<file path="config.mk">
export PLATFORM = sky130hd
export DESIGN_NAME = mult_add_seq_flat
export DESIGN_NICKNAME = d
export VERILOG_FILES = /design/src/rtl/clk_arith_pkg.sv /design/src/rtl/mult_add_seq_if.sv /design/src/rtl/mult_add_seq.sv /design/src/flat_wrapper.sv
export SDC_FILE = /design/constraint.sdc
export NUM_CORES = 1
export LEC_CHECK = 0
export BUFFER_PORTS_ARGS = -buffer_cell sky130_fd_sc_hd__buf_2
export CAP_MARGIN = 20
export CORE_MARGIN = 3
export CORE_UTILIZATION = 45
export DETAILED_ROUTE_END_ITERATION = 16
export PLACE_DENSITY = 0.67
export SLEW_MARGIN = 10
export SYNTH_ARGS = -nofsm -noshare
export SYNTH_HDL_FRONTEND = slang
export SYNTH_SLANG_ARGS = --single-unit
</file>
<file path="constraint.sdc">
create_clock -name clk -period 2.35 [get_ports clk]
set_input_delay 0.1175 -clock clk [delete_from_list [all_inputs] [get_ports clk]]
set_output_delay 0.1175 -clock clk [all_outputs]
set_load 0.01 [all_outputs]
</file>
<file path="src/rtl/clk_arith_pkg.sv">
// rtl/clk_arith_pkg.sv - shared arithmetic constants and FSM state type for the clock datapath
package clk_arith_pkg;

  typedef enum logic [1:0] {
    IDLE = 2'd0,
    CALC = 2'd1,
    DONE = 2'd2
  } state_t;

  localparam int WIDTH_DEF = 8;

  localparam logic [7:0] TEN = 8'd10;

  // Bits needed for a counter that walks 0..w-1 (kept >= 1 so WIDTH=1 still elaborates).
  function automatic int cnt_bits(input int w);
    return (w < 2) ? 1 : $clog2(w);
  endfunction

endpackage

</file>
<file path="src/rtl/mult_add_seq_if.sv">
// rtl/mult_add_seq_if.sv - start/done handshake and operand/result bundle for mult_add_seq
interface mult_add_seq_if #(
  parameter int WIDTH = clk_arith_pkg::WIDTH_DEF
);

  logic                   start;
  logic [WIDTH-1:0]       multiplicand;
  logic [WIDTH-1:0]       multiplier;
  logic [WIDTH-1:0]       addend;
  logic                   busy;
  logic                   done;
  logic [2*WIDTH-1:0]     product;

  modport master (
    output start,
    output multiplicand,
    output multiplier,
    output addend,
    input  busy,
    input  done,
    input  product
  );

  modport slave (
    input  start,
    input  multiplicand,
    input  multiplier,
    input  addend,
    output busy,
    output done,
    output product
  );

endinterface

</file>
<file path="src/rtl/mult_add_seq.sv">
// rtl/mult_add_seq.sv - sequential shift-and-add unit: product = multiplicand * multiplier + addend
module mult_add_seq
  import clk_arith_pkg::*;
#(
  parameter int WIDTH = WIDTH_DEF
) (
  input  logic         clk,
  input  logic         rst_n,
  mult_add_seq_if.slave bus
);

  localparam int PW = 2 * WIDTH;
  localparam int CW = cnt_bits(WIDTH);
  localparam logic [CW-1:0] LAST_CNT = CW'(WIDTH - 1);

  state_t          state;
  logic [PW-1:0]   acc;
  logic [PW-1:0]   mcand_sh;
  logic [WIDTH-1:0] mlt_sh;
  logic [CW-1:0]   cnt;
  logic            busy_q;
  logic            done_q;
  logic [PW-1:0]   product_q;
  logic [PW-1:0]   acc_next;

  // Accumulator after the current iteration's conditional add; also the final
  // product when the last iteration completes.
  always_comb begin
    acc_next = acc;
    if (mlt_sh[0]) begin
      acc_next = acc + mcand_sh;
    end
  end

  always_ff @(posedge clk or negedge rst_n) begin
    if (!rst_n) begin
      state     <= IDLE;
      acc       <= '0;
      mcand_sh  <= '0;
      mlt_sh    <= '0;
      cnt       <= '0;
      busy_q    <= 1'b0;
      done_q    <= 1'b0;
      product_q <= '0;
    end else begin
      case (state)
        IDLE: begin
          done_q <= 1'b0;
          if (bus.start) begin
            acc      <= {{WIDTH{1'b0}}, bus.addend};
            mcand_sh <= {{WIDTH{1'b0}}, bus.multiplicand};
            mlt_sh   <= bus.multiplier;
            cnt      <= '0;
            busy_q   <= 1'b1;
            state    <= CALC;
          end
        end
        CALC: begin
          acc      <= acc_next;
          mcand_sh <= mcand_sh << 1;
          mlt_sh   <= mlt_sh >> 1;
          cnt      <= cnt + 1'b1;
          if (cnt == LAST_CNT) begin
            product_q <= acc_next;
            done_q    <= 1'b1;
            state     <= DONE;
          end
        end
        DONE: begin
          done_q <= 1'b0;
          busy_q <= 1'b0;
          state  <= IDLE;
        end
        default: begin
          done_q <= 1'b0;
          busy_q <= 1'b0;
          state  <= IDLE;
        end
      endcase
    end
  end

  assign bus.busy    = busy_q;
  assign bus.done    = done_q;
  assign bus.product = product_q;

endmodule

</file>
<file path="src/flat_wrapper.sv">
// flat-port wrapper written by rule: the top's interface ports become plain ports
module mult_add_seq_flat import clk_arith_pkg::*;
#(
  parameter int WIDTH = WIDTH_DEF
)
  (clk, rst_n, bus_start, bus_multiplicand, bus_multiplier, bus_addend, bus_busy, bus_done, bus_product);
  mult_add_seq_if #(.WIDTH(WIDTH)) bus_i ();
  input  logic clk;
  input  logic rst_n;
  input wire logic [$bits(bus_i.start)-1:0] bus_start;
  input wire logic [$bits(bus_i.multiplicand)-1:0] bus_multiplicand;
  input wire logic [$bits(bus_i.multiplier)-1:0] bus_multiplier;
  input wire logic [$bits(bus_i.addend)-1:0] bus_addend;
  output wire logic [$bits(bus_i.busy)-1:0] bus_busy;
  output wire logic [$bits(bus_i.done)-1:0] bus_done;
  output wire logic [$bits(bus_i.product)-1:0] bus_product;
  assign bus_i.start = bus_start;
  assign bus_i.multiplicand = bus_multiplicand;
  assign bus_i.multiplier = bus_multiplier;
  assign bus_i.addend = bus_addend;
  assign bus_busy = bus_i.busy;
  assign bus_done = bus_i.done;
  assign bus_product = bus_i.product;
  mult_add_seq #(.WIDTH(WIDTH)) u_core (.clk(clk), .rst_n(rst_n), .bus(bus_i));
endmodule
</file>
==> metrics.md <==
| Metric | Value |
|---|---|
| Status | `complete, no violations` |
| Syn Nets | `389` |
| CP max FO | `4` |
| Final hold vios | `0` |
| Root Driver | `clkbuf_8` |
| Period utilization | `0.961` |
| Max-cap viol count | `0` |
| Pre-Repair DR Iteration Count | `4` |
| Avg Synthesized Cell Area | `9.92 µm²` |
| Fillers | `680` |
| Die Span Y | `93.1 µm` |
| Initial Util | `0.468` |
| DP HPWL | `5.62 mm` |
| Vias/cell | `5.40` |
| Final setup violation count | `0` |
| Placed Cells | `491` |
| Net Sw Power | `2.50 mW` |
| Final worst path period need | `2.26 ns` |
| Gpl congestion | `0.880` |
| FP Rows | `31` |
| Post-route setup slack | `0.0916 ns` |
| GR Util All Layers | `0.195` |
| Post-route DRC | `0` |
| Final Net Count | `451` |
| Finished Core Util | `0.565` |
| Pre-CTS WS | `0.00603 ns` |
| Worst skew pair latency | `0.35 ns` |
| Post-synth EDFFs | `0` |
| Maximum clock frequency | `0.443 GHz` |
| Crit path DAT | `2.48 ns` |
| Placeable Area | `0.00729 mm²` |
| Hold Crit Class | `in -> reg` |
| Setup TNS | `0 ns` |
| Die width | `93.1 µm` |
| Hold path startpoint | `bus_multiplier[7]` |
| Post-synthesis register bit count | `63` |
| Final antenna-violating net count | `0` |
| First-pass GRT wire length | `13.1 mm` |
| Slew HR | `0.456` |
| Sequential Power Share | `0.316` |
| LEAKAGE | `2.00 nW` |
| Port Buffers | `44` |
| Combinational group share of total power | `0.518` |
| Die area | `0.00866 mm²` |
| Clk slew on worst S/H paths | `0.08 ns` |
| Synthesis-to-finish area growth | `20.7%` |
| Number of global-route vias before repair | `2,649` |
| Overflow after GRT | `0` |
| Kind of critical path | `reg -> reg` |
| Finished Layout Cells | `510` |
| Ys flop type | `dfrtp_1` |
| N_diodes | `0` |
| Drt total wl | `7.83 mm` |
| Most common cell after layout, fill and taps aside | `dfrtp_1` |
| Worst setup startpoint | `u_core.mcand_sh[6]$_DFFE_PN0P_` |
| Cell area power density | `1460 mW/mm²` |
| Clock power frac | `0.167` |
| Number of DRC markers in iteration 0 | `106` |
| Wire per inst | `15.4 µm` |
| Syn Inst Count | `344` |
| CTS Buffer Depth | `2` |
| Mapped cell area | `0.00341 mm²` |
| H-tree level count | `3` |
| Ys Warns | `0` |
| Sequential area share after synthesis | `0.462` |
| Critical Path Sink Type | `flip-flop` |
| Slew @ Worst Pin | `0.815 ns` |
| Num CTS Buffers | `9` |
| Switching Share | `0.417` |
| Internal power | `3.49 mW` |
| Commonest cells after routing, fill and taps aside | `dfrtp_1 (63), buf_2 (44), nand2_1 (42), o21ai_1 (29), a21oi_1 (28)` |
| Sink Count | `63` |
| Total power draw | `5.99 mW` |
| Kind of start point of the critical path | `flip-flop` |
| Pin count of the biggest net entering global routing | `64` |
| Ports | `45` |
| CP Data Required Time | `2.58 ns` |
| Skew final | `0.0143 ns` |
| Share of cells above drive strength 1 | `0.253` |
| Initial antenna violation count | `0` |
| Peak supply drop | `0.746 mV` |
| Async SR Flop Fraction | `1.00` |
| Unique masters post-synth | `52` |
| DR vias | `2,756` |
| TritonCTS clock tree | `done` |
| R2R Path Start | `u_core.mcand_sh[6]$_DFFE_PN0P_` |
| Final slew viol count | `0` |
## path summary, 6_finish.rpt
| path | cells past startpoint | slack (ns) | endpoint |
|---|---|---|---|
| setup / recovery | 8 | 0.09 | u_core.acc[15]$_DFFE_PN0P_ |
| hold / removal | 3 | 0.03 | u_core.mlt_sh[7]$_DFFE_PN0P_ |
| setup reg to reg | 8 | 0.09 | u_core.acc[15]$_DFFE_PN0P_ |
| hold reg to reg | 2 | 0.48 | u_core.bus.product[0]$_DFFE_PN0P_ |
| max in group asynchronous | 3 | 1.32 | u_core.state[0]$_DFFE_PN0P_ |
| min in group asynchronous | 3 | 0.46 | u_core.mcand_sh[11]$_DFFE_PN0P_ |
## cells by family (layout without fill, tap and decap cells)
group                      count (synthesis)  in the layout  synth area share
adders and majority gates                 18             18            0.0682
DFF                                       63             63             0.462
muxes                                     20             20            0.0587
buffers and inverters                     23             90            0.0319
xor gates and xnor gates                  13             13            0.0334
AOI/OAI and AO/OA                        110            110             0.212
and+or+nand+nor                           97             97             0.134
## metrics by stage
stage / cell area (µm²) / hold WS (ns)
global route: 4120 / 0.0298
CTS: 4060 / 0.0175
detailed placement: 3830 / 0.342
floorplan: 3410 / -0.178
global placement: 3830 / 0.342
finish: 4120 / 0.0308
## metal layers
layer  wire length (µm)  track usage  vias to the layer above
met1               3550        0.258                     1309
met5                  0            0                        -
met4                 99       0.0488                        0
li1                   -            -                     1374
met2               3840        0.314                       65
met3                346       0.0579                        8
## cell type report
cell class | instances | area, µm² | area share
Clock buffer | 11 | 151 | 0.0368
Inverter | 7 | 26.3 | 0.00638
Sequential cell | 63 | 1580 | 0.383
Timing Repair Buffer | 67 | 395 | 0.0960
Clock inverter | 5 | 63.8 | 0.0155
Multi-Input combinational cell | 258 | 1780 | 0.432
Tap cell | 99 | 124 | 0.0301
## registers in the layout, summed over array words and instances (netlist names)
register / flops
u_core.bus.busy: 1
u_core.acc: 16
u_core.mlt_sh: 8
u_core.state: 2
u_core.cnt: 3
u_core.mcand_sh: 16
u_core.bus.done: 1
u_core.bus.product: 16
## power groups by stage
stage | logic [mW] | registers [mW] | clock network, mW
after floorplan | 2.12 | 1.90 | 0
after global placement | 2.92 | 1.88 | 0
after detailed placement | 3.00 | 1.90 | 0
after CTS | 3.03 | 1.88 | 1.02
after global routing | 3.48 | 1.95 | 1.08
final | 3.10 | 1.89 | 0.999
## cell usage after synthesis (all sizes together), types with 7 or more instances
| master | count | area, µm² |
|---|---|---|
| xnor2 | 9 | 78.8 |
| dfrtp | 63 | 1580 |
| nor3 | 7 | 35.0 |
| o22ai | 7 | 43.8 |
| and3 | 7 | 48.8 |
| inv | 7 | 26.3 |
| a21oi | 30 | 154 |
| nor2 | 22 | 90.1 |
| ha | 17 | 213 |
| o21ai | 35 | 175 |
| nand2 | 42 | 158 |
| clkbuf | 11 | 41.3 |
| a22o | 14 | 123 |
| nor2b | 7 | 46.3 |
| mux2i | 20 | 200 |
## critical path: stages, from the launching register on
cell and delay [ns]:
dfrtp_1 0.42, ha_4 0.26, a211oi_2 0.19, nor2_1 0.10, o221ai_2 0.22, o311ai_4 0.16, o211a_1 0.27, or2_1 0.24
a221o_1 0.29
## repair_timing
item                                    CTS  global route
pin swaps                                 2             5
setup buffers                             0             2
gates resized for setup                   1             7
hold buffers                              1             0
cloned                                    0             0
endpoints found under the setup margin    1            10
endpoints found under the hold margin    63             0
No activity file was read; power rests on OpenSTA's default activity.
